File: src/rtl/window_gen_pkg.sv
// Shared types and constants for the 3x3 window generator.
package window_gen_pkg;

    localparam int unsigned KERNEL_SIZE = 3;
    localparam int unsigned DATA_SIZE   = 8;

    typedef logic [DATA_SIZE-1:0] pixel_t;

    typedef enum logic {
        FILL = 1'b0,
        RUN  = 1'b1
    } state_e;

endpackage

File: src/rtl/line_buffer.sv
// One image line of pixel storage, indexed by column.
// The read port shows the old entry at i_idx in the same cycle it is overwritten.
module line_buffer #(
    parameter int unsigned IMG_WIDTH = 8,
    parameter int unsigned DATA_SIZE = 8,
    localparam int unsigned IdxW     = $clog2(IMG_WIDTH)
) (
    input  logic                 i_clk,
    input  logic                 i_nrst,
    input  logic                 i_we,
    input  logic [IdxW-1:0]      i_idx,
    input  logic [DATA_SIZE-1:0] i_wdata,
    output logic [DATA_SIZE-1:0] o_rdata
);

    logic [DATA_SIZE-1:0] mem_q [IMG_WIDTH];

    always_ff @(posedge i_clk or negedge i_nrst) begin
        if (!i_nrst) begin
            for (int i = 0; i < IMG_WIDTH; i++) begin
                mem_q[i] <= '0;
            end
        end else if (i_we) begin
            mem_q[i_idx] <= i_wdata;
        end
    end

    assign o_rdata = mem_q[i_idx];

endmodule

File: src/rtl/window_gen_3x3.sv
// Raster-stream to 3x3 window generator with valid-only padding.
// Optional start-of-frame input and sticky framing error under `WINDOW_GEN_SOF_EN.
module window_gen_3x3 #(
    parameter int unsigned DATA_SIZE   = 8,
    parameter int unsigned IMG_WIDTH   = 8,
    parameter int unsigned IMG_HEIGHT  = 8,
    parameter int unsigned KERNEL_SIZE = 3
) (
    input  logic                 i_clk,
    input  logic                 i_nrst,
    input  logic                 i_valid,
`ifdef WINDOW_GEN_SOF_EN
    input  logic                 i_sof,
    output logic                 o_sof_err,
`endif
    input  logic [DATA_SIZE-1:0] i_pixel,
    output logic                 o_valid,
    output logic [2:0][2:0][DATA_SIZE-1:0] o_window,
    output logic                 o_frame_done,
    output logic                 o_busy
);
    import window_gen_pkg::*;

    localparam int unsigned ColW = $clog2(IMG_WIDTH);
    localparam int unsigned RowW = $clog2(IMG_HEIGHT);
    localparam logic [ColW-1:0] ColLast = ColW'(IMG_WIDTH - 1);
    localparam logic [RowW-1:0] RowLast = RowW'(IMG_HEIGHT - 1);

    if (KERNEL_SIZE != 3) begin : g_kernel_check
        $error("window_gen_3x3: KERNEL_SIZE must be 3");
    end

    logic [ColW-1:0] col_q, col_d, col_cur;
    logic [RowW-1:0] row_q, row_d, row_cur;
    state_e          state_q, state_d;
    logic            run_en, col_last, frame_last, sof_restart;
    logic [DATA_SIZE-1:0] lb0_rd, lb1_rd;
    logic [2:0][2:0][DATA_SIZE-1:0] win_q, win_d;
    logic            valid_q, valid_d;
    logic            frame_done_q, frame_done_d;
    logic            busy_q, busy_d;

`ifdef WINDOW_GEN_SOF_EN
    logic sof_err_q, sof_err_d;
    logic cnt_zero;

    // An accepted start-of-frame pixel is always position (0,0).
    assign sof_restart = i_valid && i_sof;
    assign col_cur     = sof_restart ? '0 : col_q;
    assign row_cur     = sof_restart ? '0 : row_q;
    assign cnt_zero    = (col_q == '0) && (row_q == '0);
    assign sof_err_d   = sof_err_q || (i_valid && (i_sof != cnt_zero));
    assign o_sof_err   = sof_err_q;

    always_ff @(posedge i_clk or negedge i_nrst) begin
        if (!i_nrst) begin
            sof_err_q <= 1'b0;
        end else begin
            sof_err_q <= sof_err_d;
        end
    end
`else
    assign sof_restart = 1'b0;
    assign col_cur     = col_q;
    assign row_cur     = row_q;
`endif

    assign col_last   = (col_cur == ColLast);
    assign frame_last = col_last && (row_cur == RowLast);

    always_comb begin
        col_d = col_q;
        row_d = row_q;
        if (i_valid) begin
            if (col_last) begin
                col_d = '0;
                row_d = (row_cur == RowLast) ? '0 : row_cur + 1'b1;
            end else begin
                col_d = col_cur + 1'b1;
                row_d = row_cur;
            end
        end
    end

    always_ff @(posedge i_clk or negedge i_nrst) begin
        if (!i_nrst) begin
            state_q <= FILL;
        end else begin
            state_q <= state_d;
        end
    end

    always_comb begin
        state_d = state_q;
        if (i_valid) begin
            unique case (state_q)
                FILL: if (col_last && row_cur == RowW'(1)) state_d = RUN;
                RUN:  if (frame_last || sof_restart) state_d = FILL;
                default: state_d = FILL;
            endcase
        end
    end

    // RUN coincides with row >= 2, so only the column needs checking here.
    always_comb begin
        run_en       = (state_q == RUN);
        valid_d      = i_valid && run_en && (col_cur >= ColW'(2));
        frame_done_d = i_valid && frame_last;
        busy_d       = (col_d != '0) || (row_d != '0);
    end

    line_buffer #(
        .IMG_WIDTH (IMG_WIDTH),
        .DATA_SIZE (DATA_SIZE)
    ) u_lb0 (
        .i_clk   (i_clk),
        .i_nrst  (i_nrst),
        .i_we    (i_valid),
        .i_idx   (col_cur),
        .i_wdata (i_pixel),
        .o_rdata (lb0_rd)
    );

    line_buffer #(
        .IMG_WIDTH (IMG_WIDTH),
        .DATA_SIZE (DATA_SIZE)
    ) u_lb1 (
        .i_clk   (i_clk),
        .i_nrst  (i_nrst),
        .i_we    (i_valid),
        .i_idx   (col_cur),
        .i_wdata (lb0_rd),
        .o_rdata (lb1_rd)
    );

    always_comb begin
        win_d = win_q;
        if (i_valid) begin
            for (int r = 0; r < 3; r++) begin
                win_d[r][0] = win_q[r][1];
                win_d[r][1] = win_q[r][2];
            end
            win_d[0][2] = lb1_rd;
            win_d[1][2] = lb0_rd;
            win_d[2][2] = i_pixel;
        end
    end

    always_ff @(posedge i_clk or negedge i_nrst) begin
        if (!i_nrst) begin
            col_q        <= '0;
            row_q        <= '0;
            win_q        <= '0;
            valid_q      <= 1'b0;
            frame_done_q <= 1'b0;
            busy_q       <= 1'b0;
        end else begin
            col_q        <= col_d;
            row_q        <= row_d;
            win_q        <= win_d;
            valid_q      <= valid_d;
            frame_done_q <= frame_done_d;
            busy_q       <= busy_d;
        end
    end

    assign o_valid      = valid_q;
    assign o_window     = win_q;
    assign o_frame_done = frame_done_q;
    assign o_busy       = busy_q;

endmodule

File: config.mk
export PLATFORM = sky130hd
export DESIGN_NAME = window_gen_3x3
export DESIGN_NICKNAME = d
export VERILOG_FILES = /design/src/rtl/window_gen_pkg.sv /design/src/rtl/line_buffer.sv /design/src/rtl/window_gen_3x3.sv
export SDC_FILE = /design/constraint.sdc
export NUM_CORES = 1
export LEC_CHECK = 0
export BUFFER_PORTS_ARGS = -buffer_cell sky130_fd_sc_hd__buf_2
export CAP_MARGIN = 15
export CELL_PAD_IN_SITES_DETAIL_PLACEMENT = 1
export CELL_PAD_IN_SITES_GLOBAL_PLACEMENT = 2
export CORE_MARGIN = 5
export CORE_UTILIZATION = 41
export CTS_BUF_LIST = sky130_fd_sc_hd__clkbuf_16
export CTS_CLUSTER_SIZE = 20
export DETAILED_ROUTE_END_ITERATION = 16
export GPL_ROUTABILITY_DRIVEN = 0
export PLACE_DENSITY = 0.81
export SLEW_MARGIN = 0
export SYNTH_ARGS = -nofsm -noshare
export SYNTH_HDL_FRONTEND = slang
export SYNTH_SLANG_ARGS = --single-unit
File: constraint.sdc
create_clock -name i_clk -period 2 [get_ports i_clk]
set_input_delay 0.4 -clock i_clk [delete_from_list [all_inputs] [get_ports i_clk]]
set_output_delay 0.4 -clock i_clk [all_outputs]
set_load 0.02 [all_outputs]
==> metrics.md, run 1 <==
| Metric | Value |
|---|---|
| Outcome | `complete, no violations` |
| Drt total wl | `~22000 um` |
| Area contributors post-synth | `dfrtp_1, mux2_2, mux2i_1` |
| CP startpoint kind | `register` |
| Mean Syn Cell Area | `13.1 sq um` |
| Max Cap Viol | `0` |
| Final hold violations | `0` |
| Wire length per cell | `~21 um` |
| Post-route insts no fill | `between 1k and 1.5k` |
| I/O pin cnt | `86` |
| Worst-path cell chain | `ha_1, ha_1, nand2_1, mux2_2, nand4bb_1` |
| Power Total | `between 0.015 and 0.02 W` |
| CTS tree | `yes` |
| Crit path kind | `register to register` |
| Syn Nets | `714` |
| Ys async rst share | `100%` |
| Proportion of layout cells with a drive suffix above 1 | `36.5%` |
| Pwr/cell area | `1810 nW/um^2` |
| Peak fanout along the critical path | `13` |
| Distinct cell type count after synthesis | `34` |
| CTS sink count | `210` |
| Vias in the first global route | `~6.7k` |
| Hold path cells | `2` |
| Synth warn | `0` |
| CTS buffer count | `24` |
| Largest net degree at the start of global routing | `55` |
| Rows | `54` |
| Worst r2r src | `col_cur[0]$_DFF_PN0_` |
| Reg2Reg Setup Slack | `0.1 ns` |
| Hpwl dp | `roughly 15000 um` |
| Diode count | `0` |
| Die area | `25400 sq um` |
| Setup_tns | `0 ns` |
| Die Wd | `159 um` |
| Crit-path slowest cell | `dfrtp_4` |
| Hold path startpoint | `i_valid` |
| Die H | `between 150 and 200 um` |
| Dpl cells | `~1.0k` |
| Crit end category | `register` |
| R2R Path End | `o_busy$_DFF_PN0_` |
| Setup Viol. Count Final | `0` |
| RSZ-0062 raised after global routing | `false` |
| Grt ovf | `0` |
| Layout filler cell count | `2257` |
| Tcrit/Tclk final | `a little over nine tenths` |
| Peak VDD IR | `0.697 mV` |
| Pre-CTS setup slack | `0.130 ns` |
| Initial drt markers | `270` |
| Core area | `around 22000 sq um` |
| Global Route Usage Sum | `17.7%` |
| Initial Utilization | `between 40% and 50%` |
| Clock root cell | `clkbuf_16` |
| Top cell type's share of synthesized area | `57.5%` |
| Worst setup margin | `between 0.09 and 0.1 ns` |
| WHS Endpoint | `o_window[41]$_DFFE_PN0P_` |
| Register Area | `5260 sq um` |
| Syn Std Cell Area | `~9100 sq um` |
| Arr. time, crit path | `2.25 ns` |
| Leak | `4.78 nW` |
| Routed Antenna Nets | `0` |
| Slew Limit Headroom | `66.0%` |
| Area delta synth->final | `18.4%` |
| Crit path time final | `1.90 ns` |
| Gate Count Post-Synth | `696` |
| Post-synth EDFFs | `0` |
| Worst-margin pin slew | `just over 0.5 ns` |
| Share of the yosys chip area belonging to registers | `57.5%` |
| Initial antenna violation count | `0` |
| Vias | `5915` |
| Max Freq | `525 MHz` |
| H-tree depth | `1` |
| Post-CTS sizing | `0` |
| Leading area contributor after synthesis | `dfrtp_1` |
| Clock skew | `0.00854 ns` |
| Drt drc | `0` |
| Max stage delay on crit path | `0.55 ns` |
| Area taken by multi-input logic gates | `3450 sq um` |
| Final-report max-slew violation count | `0` |
| Nets | `802` |
| Pre-antenna DRT Iters | `4` |
| First-pass GRT wire length | `37000 um` |
| Clock Tree Buf Depth | `3` |
| Ys flop type | `dfrtp_1` |
| Critical path required time | `2.35 ns` |
| Hold Crit Class | `primary input to register` |
| Number of synthesized register bits | `between 200 and 250` |
| Clk slew on worst S/H paths | `approximately 0.060 ns` |
| Clock latency on the worst-skew pair | `0.50 ns` |
| Port bufs | `85` |
| Vias per Instance | `5.47` |
| Register-to-Register Path Depth | `5` |
| Most used cell, CP | `ha_1` |
-- routing by layer --
metal | global-route usage, % | vias up | share of wire [%]
met5 | 0 | - | 0
met2 | 31.2 | 124 | 50
met4 | 3.80 | 0 | 1.5
met1 | 23.0 | 3068 | 43
li1 | - | 2698 | -
met3 | 3.13 | 25 | 4.7
-- worst max-delay path by stage --
stage | from | endpoint | depth (start not counted)
floorplan | col_cur[2]$_DFF_PN0_ | u_lb0.mem_q[59]$_DFFE_PN0P_ | 4
global placement | col_cur[1]$_DFF_PN0_ | u_lb1.mem_q[40]$_DFFE_PN0P_ | 5
detailed placement | col_cur[0]$_DFF_PN0_ | o_busy$_DFF_PN0_ | 5
CTS | col_cur[1]$_DFF_PN0_ | u_lb1.mem_q[46]$_DFFE_PN0P_ | 5
global route | col_cur[0]$_DFF_PN0_ | o_busy$_DFF_PN0_ | 5
finish | col_cur[0]$_DFF_PN0_ | o_busy$_DFF_PN0_ | 5
-- worst max-delay path, delay by kind of cell (launching register included) --
kind	cells	cell delay [ns]
and+or+nand+nor	2	0.35
adders and majority gates	2	0.49
DFF	1	0.55
muxes	1	0.36
-- kinds of logic (layout without fill, tap and decap cells) --
| kind of cell | after synthesis | after routing | synth area share (%) |
|---|---|---|---|
| flip-flops | 210 | 210 | 57.5 |
| multiplexers | 187 | 187 | 22.3 |
| AO/OA/AOI/OAI | 118 | 118 | 8.99 |
| AND/OR/NAND/NOR | 104 | 104 | 5.42 |
| buffers and inverters | 70 | 176 | 4.84 |
| adder cells (fa/ha/maj) | 7 | 7 | 0.958 |
-- final cells by class --
type,instances,share of cell area [%]
Sequential cell,210,48.6
Multi-Input combinational cell,416,31.8
Timing Repair Buffer,129,9.19
Clock buffer,25,5.78
Tap cell,280,3.24
Clock inverter,19,1.28
Inverter,3,0.104
-- power by group --
| part | internal (W) | leakage (nW) | switching (W) |
|---|---|---|---|
| registers | 0.00625 | 2.46 | 0.00124 |
| logic | 0.00371 | 1.94 | 0.00415 |
| clock network | 0.00251 | 0.382 | 0.00170 |
-- flip-flops by register name, indices dropped and copies added, names as in the netlist --
name	flops
o_window	72
u_lb0.mem_q	64
u_lb1.mem_q	64
col_cur	3
row_cur	3
o_busy	1
o_frame_done	1
o_valid	1
run_en	1
-- cells in the mapped netlist (2+ instances only) --
cell and count:
dfrtp_1 210, mux2_2 117, nor2_1 83, a31oi_1 80, mux2i_1 64, buf_2 37, o22a_1 32, buf_6 14
buf_4 7, ha_1 7, clkbuf_1 6, mux2_4 4, and4b_1 3, and4bb_2 3, inv_1 3, a21oi_1 2
and3_1 2, clkbuf_2 2, mux2_1 2, nand2_1 2, nand2b_1 2, o21ai_0 2
-- cell usage in the layout (no fill, tap or decap), types with 2 or more instances in the layout --
cell type   count
buf_2          83
clkinv_2        6
mux2_2        117
a31oi_1        80
buf_4          26
mux2_4          4
bufinv_16       2
clkinv_1        7
o21ai_0         2
ha_1            7
mux2_1          2
inv_1           5
nand2b_1        2
nand2_1         2
nor2_1         83
buf_12         18
and4b_1         3
a21oi_1         2
dfrtp_1       209
mux2i_1        64
and4bb_2        3
and3_1          2
o22a_1         32
clkinvlp_4      2
clkbuf_16      25
-- through the flow --
stage	util, %	hold WS [ns]	cell area, sq um
after global routing	49.5	0.250	10800
after global placement	45.9	0.383	10100
after CTS	49.5	0.233	10800
after detailed placement	45.9	0.392	10100
after floorplan	-	0.104	9140
final	49.5	0.259	10800
-- what timing repair did --
action / in CTS / in global routing
setup endpoints to repair: 0 / 0
hold buffers: 1 / 0
endpoints found under the hold margin: 43 / 0
setup buffers: 0 / 0
Power figures use the tool's default switching activity.
==> run 2, diff against run 1 <==
--- a/config.mk
+++ b/config.mk
@@ -5,17 +5,18 @@
 export SDC_FILE = /design/constraint.sdc
 export NUM_CORES = 1
 export LEC_CHECK = 0
+export ABC_AREA = 1
 export BUFFER_PORTS_ARGS = -buffer_cell sky130_fd_sc_hd__buf_2
 export CAP_MARGIN = 15
 export CELL_PAD_IN_SITES_DETAIL_PLACEMENT = 1
 export CELL_PAD_IN_SITES_GLOBAL_PLACEMENT = 2
 export CORE_MARGIN = 5
-export CORE_UTILIZATION = 41
+export CORE_UTILIZATION = 32
 export CTS_BUF_LIST = sky130_fd_sc_hd__clkbuf_16
 export CTS_CLUSTER_SIZE = 20
 export DETAILED_ROUTE_END_ITERATION = 16
 export GPL_ROUTABILITY_DRIVEN = 0
-export PLACE_DENSITY = 0.81
+export PLACE_DENSITY = 0.78
 export SLEW_MARGIN = 0
 export SYNTH_ARGS = -nofsm -noshare
 export SYNTH_HDL_FRONTEND = slang
==> constraint.sdc (replaced) <==
create_clock -name i_clk -period 1.6 [get_ports i_clk]
set_input_delay 0.32 -clock i_clk [delete_from_list [all_inputs] [get_ports i_clk]]
set_output_delay 0.32 -clock i_clk [all_outputs]
set_load 0.02 [all_outputs]
==> run 2 against run 1 <==
Effect of this change: the flow now finishes with violations (negative setup slack); via count up 36%; total power up 29%; first-iteration DRC count up 72%; clock skew about the same; non-clock buffer count up 24; register-to-register slack worse by 0.10 ns; count of clock-buffer cells in the layout unchanged; critical path type unchanged.
==> metrics.md, run 2 <==
| Metric | Value |
|---|---|
| Initial antenna violation count | `0 (unchanged)` |
| Register share of total power | `34.1% (-4.2 points)` |
| Die area | `32900 sq um (+30%)` |
| Diode count | `0 (unchanged)` |
| Layout filler cell count | `3487 (+54%)` |
| Syn Nets | `1196 (+68%)` |
| Setup Viol. Count Final | `1 (+1)` |
| Area delta synth->final | `26.6%` |
| Share of the yosys chip area belonging to registers | `55.9% (-1.6 points)` |
| Wire length per cell | `17.3 um (-17%)` |
| Hold Crit Class | `primary input to register` |
| Clock root cell | `clkbuf_16` |
| Core Util, Final | `41.2% (-8.2 points)` |
| Pwr/cell area | `2120 nW/um^2 (+18%)` |
| Sw frac | `42.0% (+5.8 points)` |
| H-tree depth | `1 (unchanged)` |
| Drt total wl | `29600 um (+32%)` |
| Crit path kind | `register to register` |
| Rows | `62 (+15%)` |
| Hpwl dp | `19900 um (+36%)` |
| Peak VDD IR | `0.877 mV (+26%)` |
| Crit end category | `register` |
| Leak | `6.17 nW (+29%)` |
| Failing checks | `negative setup slack` |
| RSZ-0062 raised after global routing | `true` |
| Setup crit start | `col_cur[0]$_DFF_PN0_` |
| Worst r2r src | `col_cur[0]$_DFF_PN0_` |
| Drt drc | `0 (unchanged)` |
| Top cell type's share of synthesized area | `55.9% (-1.6 points)` |
| Post-route insts no fill | `1707 (+58%)` |
| Vias | `8029 (+36%)` |
| Slew Limit Headroom | `72.5% (+6.5 points)` |
| Reg2Reg Setup Slack | `-0.005 ns (-0.10 ns)` |
| Most frequent cells after synthesis | `nand2_1, dfrtp_1, o21ai_0` |
| Leading area contributor after synthesis | `dfrtp_1` |
| Max Freq | `623 MHz (+19%)` |
| Crit path time final | `1.60 ns (-0.298 ns)` |
| Commonest non-fill, non-tap cell in the layout | `nand2_1` |
| Clock power frac | `20.2% (-1.3 points)` |
| Largest net degree at the start of global routing | `75 (+36%)` |
| Die Wd | `181 um (+14%)` |
| Vias in the first global route | `8480 (+27%)` |
| CP startpoint kind | `register` |
| Area taken by multi-input logic gates | `3510 sq um (+2.0%)` |
| Clk slew on worst S/H paths | `0.06 ns (about the same)` |
| Synth warn | `0 (unchanged)` |
| Pre-CTS setup slack | `-0.231 ns (-0.362 ns)` |
| Final-report max-slew violation count | `0 (unchanged)` |
| Most frequent cell after synthesis | `nand2_1` |
| Hold path startpoint | `i_pixel[3]` |
| I/O pin cnt | `86 (unchanged)` |
| Post-synth EDFFs | `0 (unchanged)` |
| Die H | `181 um (+14%)` |
| Peak fanout along the critical path | `5 (-8)` |
| Outcome | `finished with violations` |
| Ys flop type | `dfrtp_1` |
| Ys async rst share | `100% (unchanged)` |
| Syn Std Cell Area | `9400 sq um (+2.8%)` |
| Comb power frac | `45.7% (+5.5 points)` |
| Worst setup margin | `-0.00497 ns (-0.102 ns)` |
| Initial drt markers | `464 (+72%)` |
| Nets | `1327 (+65%)` |
| Area contributors post-synth | `dfrtp_1, nand2_1, o21ai_0` |
| Number of synthesized register bits | `210 (unchanged)` |
| Dpl cells | `1653 (+59%)` |
| Pre-antenna DRT Iters | `4 (unchanged)` |
| Proportion of layout cells with a drive suffix above 1 | `18.3% (-18 points)` |
| Tcrit/Tclk final | `100% (+5.1 points)` |
| Worst-margin pin slew | `0.412 ns (-0.0982 ns)` |
| Internal power | `0.0147 W (+18%)` |
| Mean Syn Cell Area | `7.98 sq um (-39%)` |
| Max reg flops | `72 (unchanged)` |
| Clock latency on the worst-skew pair | `0.51 ns (about the same)` |
| Routed Antenna Nets | `0 (unchanged)` |
| Arr. time, crit path | `2.04 ns (-0.21 ns)` |
| Critical path required time | `2.04 ns (-0.31 ns)` |
| Port bufs | `85 (unchanged)` |
| Register Area | `5260 sq um (unchanged)` |
| Max Cap Viol | `0 (unchanged)` |
| Clock Tree Buf Depth | `3 (unchanged)` |
| Core area | `28900 sq um (+32%)` |
| Gate Count Post-Synth | `1178 (+69%)` |
| Grt ovf | `0 (unchanged)` |
| CTS sink count | `210 (unchanged)` |
| Switching power | `0.0106 W (+50%)` |
| Setup_tns | `-0.00497 ns (-0.00497 ns)` |
| CTS tree | `yes` |
| Clock skew | `0.00806 ns (-0.000479 ns)` |
| Initial Utilization | `32.6% (-9.2 points)` |
| Power Total | `0.0253 W (+29%)` |
| CTS buffer count | `25 (+4.2%)` |
| Most frequent cells in the layout | `nand2_1, dfrtp_1, o21ai_0` |
| Global Route Usage Sum | `17.5% (-0.21 points)` |
| Vias per Instance | `4.70 (-14%)` |
| First-pass GRT wire length | `47300 um (+28%)` |
| Distinct cell type count after synthesis | `22 (-35%)` |
| Final hold violations | `0 (unchanged)` |
run 2: changes by cell type after synthesis, moves of 9 or more:
| cell | delta |
|---|---|
| nand2_1 | +407 |
| o21ai_0 | +202 |
| inv_1 | +161 |
| mux2_2 | -117 |
| a31oi_1 | -80 |
| nand3_1 | +65 |
| mux2i_1 | -64 |
| nor2_1 | -32 |
| o22a_1 | -32 |
| buf_6 | -12 |
| buf_2 | -10 |
| clkbuf_1 | +9 |
run 2: through the flow:
step | area [sq um] | hold slack [ns]
final | 11900 | 0.163
after global placement | 10700 | 0.234
after CTS | 11600 | 0.149
after floorplan | 9400 | 0.0244
after global routing | 11900 | 0.166
after detailed placement | 10700 | 0.234
run 2: cell type report:
| type | count | area share [%] |
|---|---|---|
| inverter | 167 | 5.33 |
| timing repair buffer | 153 | 10.9 |
| multi-input combinational | 752 | 29.5 |
| sequential | 210 | 44.2 |
| clock buffer | 25 | 5.26 |
| tap | 384 | 4.04 |
| clock inverter | 16 | 0.768 |
run 2: cell families (layout without fill, tap and decap cells):
logic type | count (synthesis) | count (layout) | synth area share [%]
compound gates | 207 | 207 | 11.1
buf+inv | 218 | 361 | 9.39
simple gates | 536 | 538 | 22.7
flops | 210 | 210 | 55.9
fa+ha+maj | 7 | 7 | 0.932
run 2: metal layers:
metal | global-route usage, % | share of wire [%] | routed length (um) | up-vias
met5 | 0 | 0 | 0 | -
met4 | 2.82 | 1.6 | 466 | 0
met2 | 29.6 | 47 | 13900 | 125
li1 | - | - | - | 3909
met3 | 2.78 | 4.6 | 1350 | 27
met1 | 24.3 | 47 | 13900 | 3968
run 2: power groups by stage:
stage                     Combinational (W)  Clock, W  Sequential [W]
after global placement               0.0101         0         0.00859
after detailed placement             0.0103         0         0.00865
after floorplan                     0.00518         0         0.00910
after global routing                 0.0128   0.00548         0.00887
after CTS                            0.0106   0.00525         0.00861
final                                0.0116   0.00509         0.00862
run 2: repair_timing:
action | 4_1_cts | 5_1_grt
gates resized for setup | 33 | 96
hold buffers | 1 | 0
cloned | 1 | 4
endpoints found under the hold margin | 21 | 0
endpoints found under the setup margin | 105 | 117
pin swaps | 2 | 8
setup buffers | 2 | 5
run 2: path summary, 6_finish.rpt:
path / cells after the start / endpoint
max: 8 / o_busy$_DFF_PN0_
max in group asynchronous: 3 / u_lb0.mem_q[58]$_DFFE_PN0P_
min in group asynchronous: 2 / o_window[39]$_DFFE_PN0P_
min: 3 / u_lb0.mem_q[19]$_DFFE_PN0P_
min reg2reg: 2 / u_lb1.mem_q[0]$_DFFE_PN0P_
max reg2reg: 8 / o_busy$_DFF_PN0_
run 2: critical path, cell delays in order (launching register included):
cell	delay [ns]
dfrtp_2	0.49
ha_4	0.20
buf_4	0.13
ha_1	0.21
nor2_1	0.12
nor2_1	0.06
nor2_1	0.17
nor3_1	0.07
nand2_1	0.08
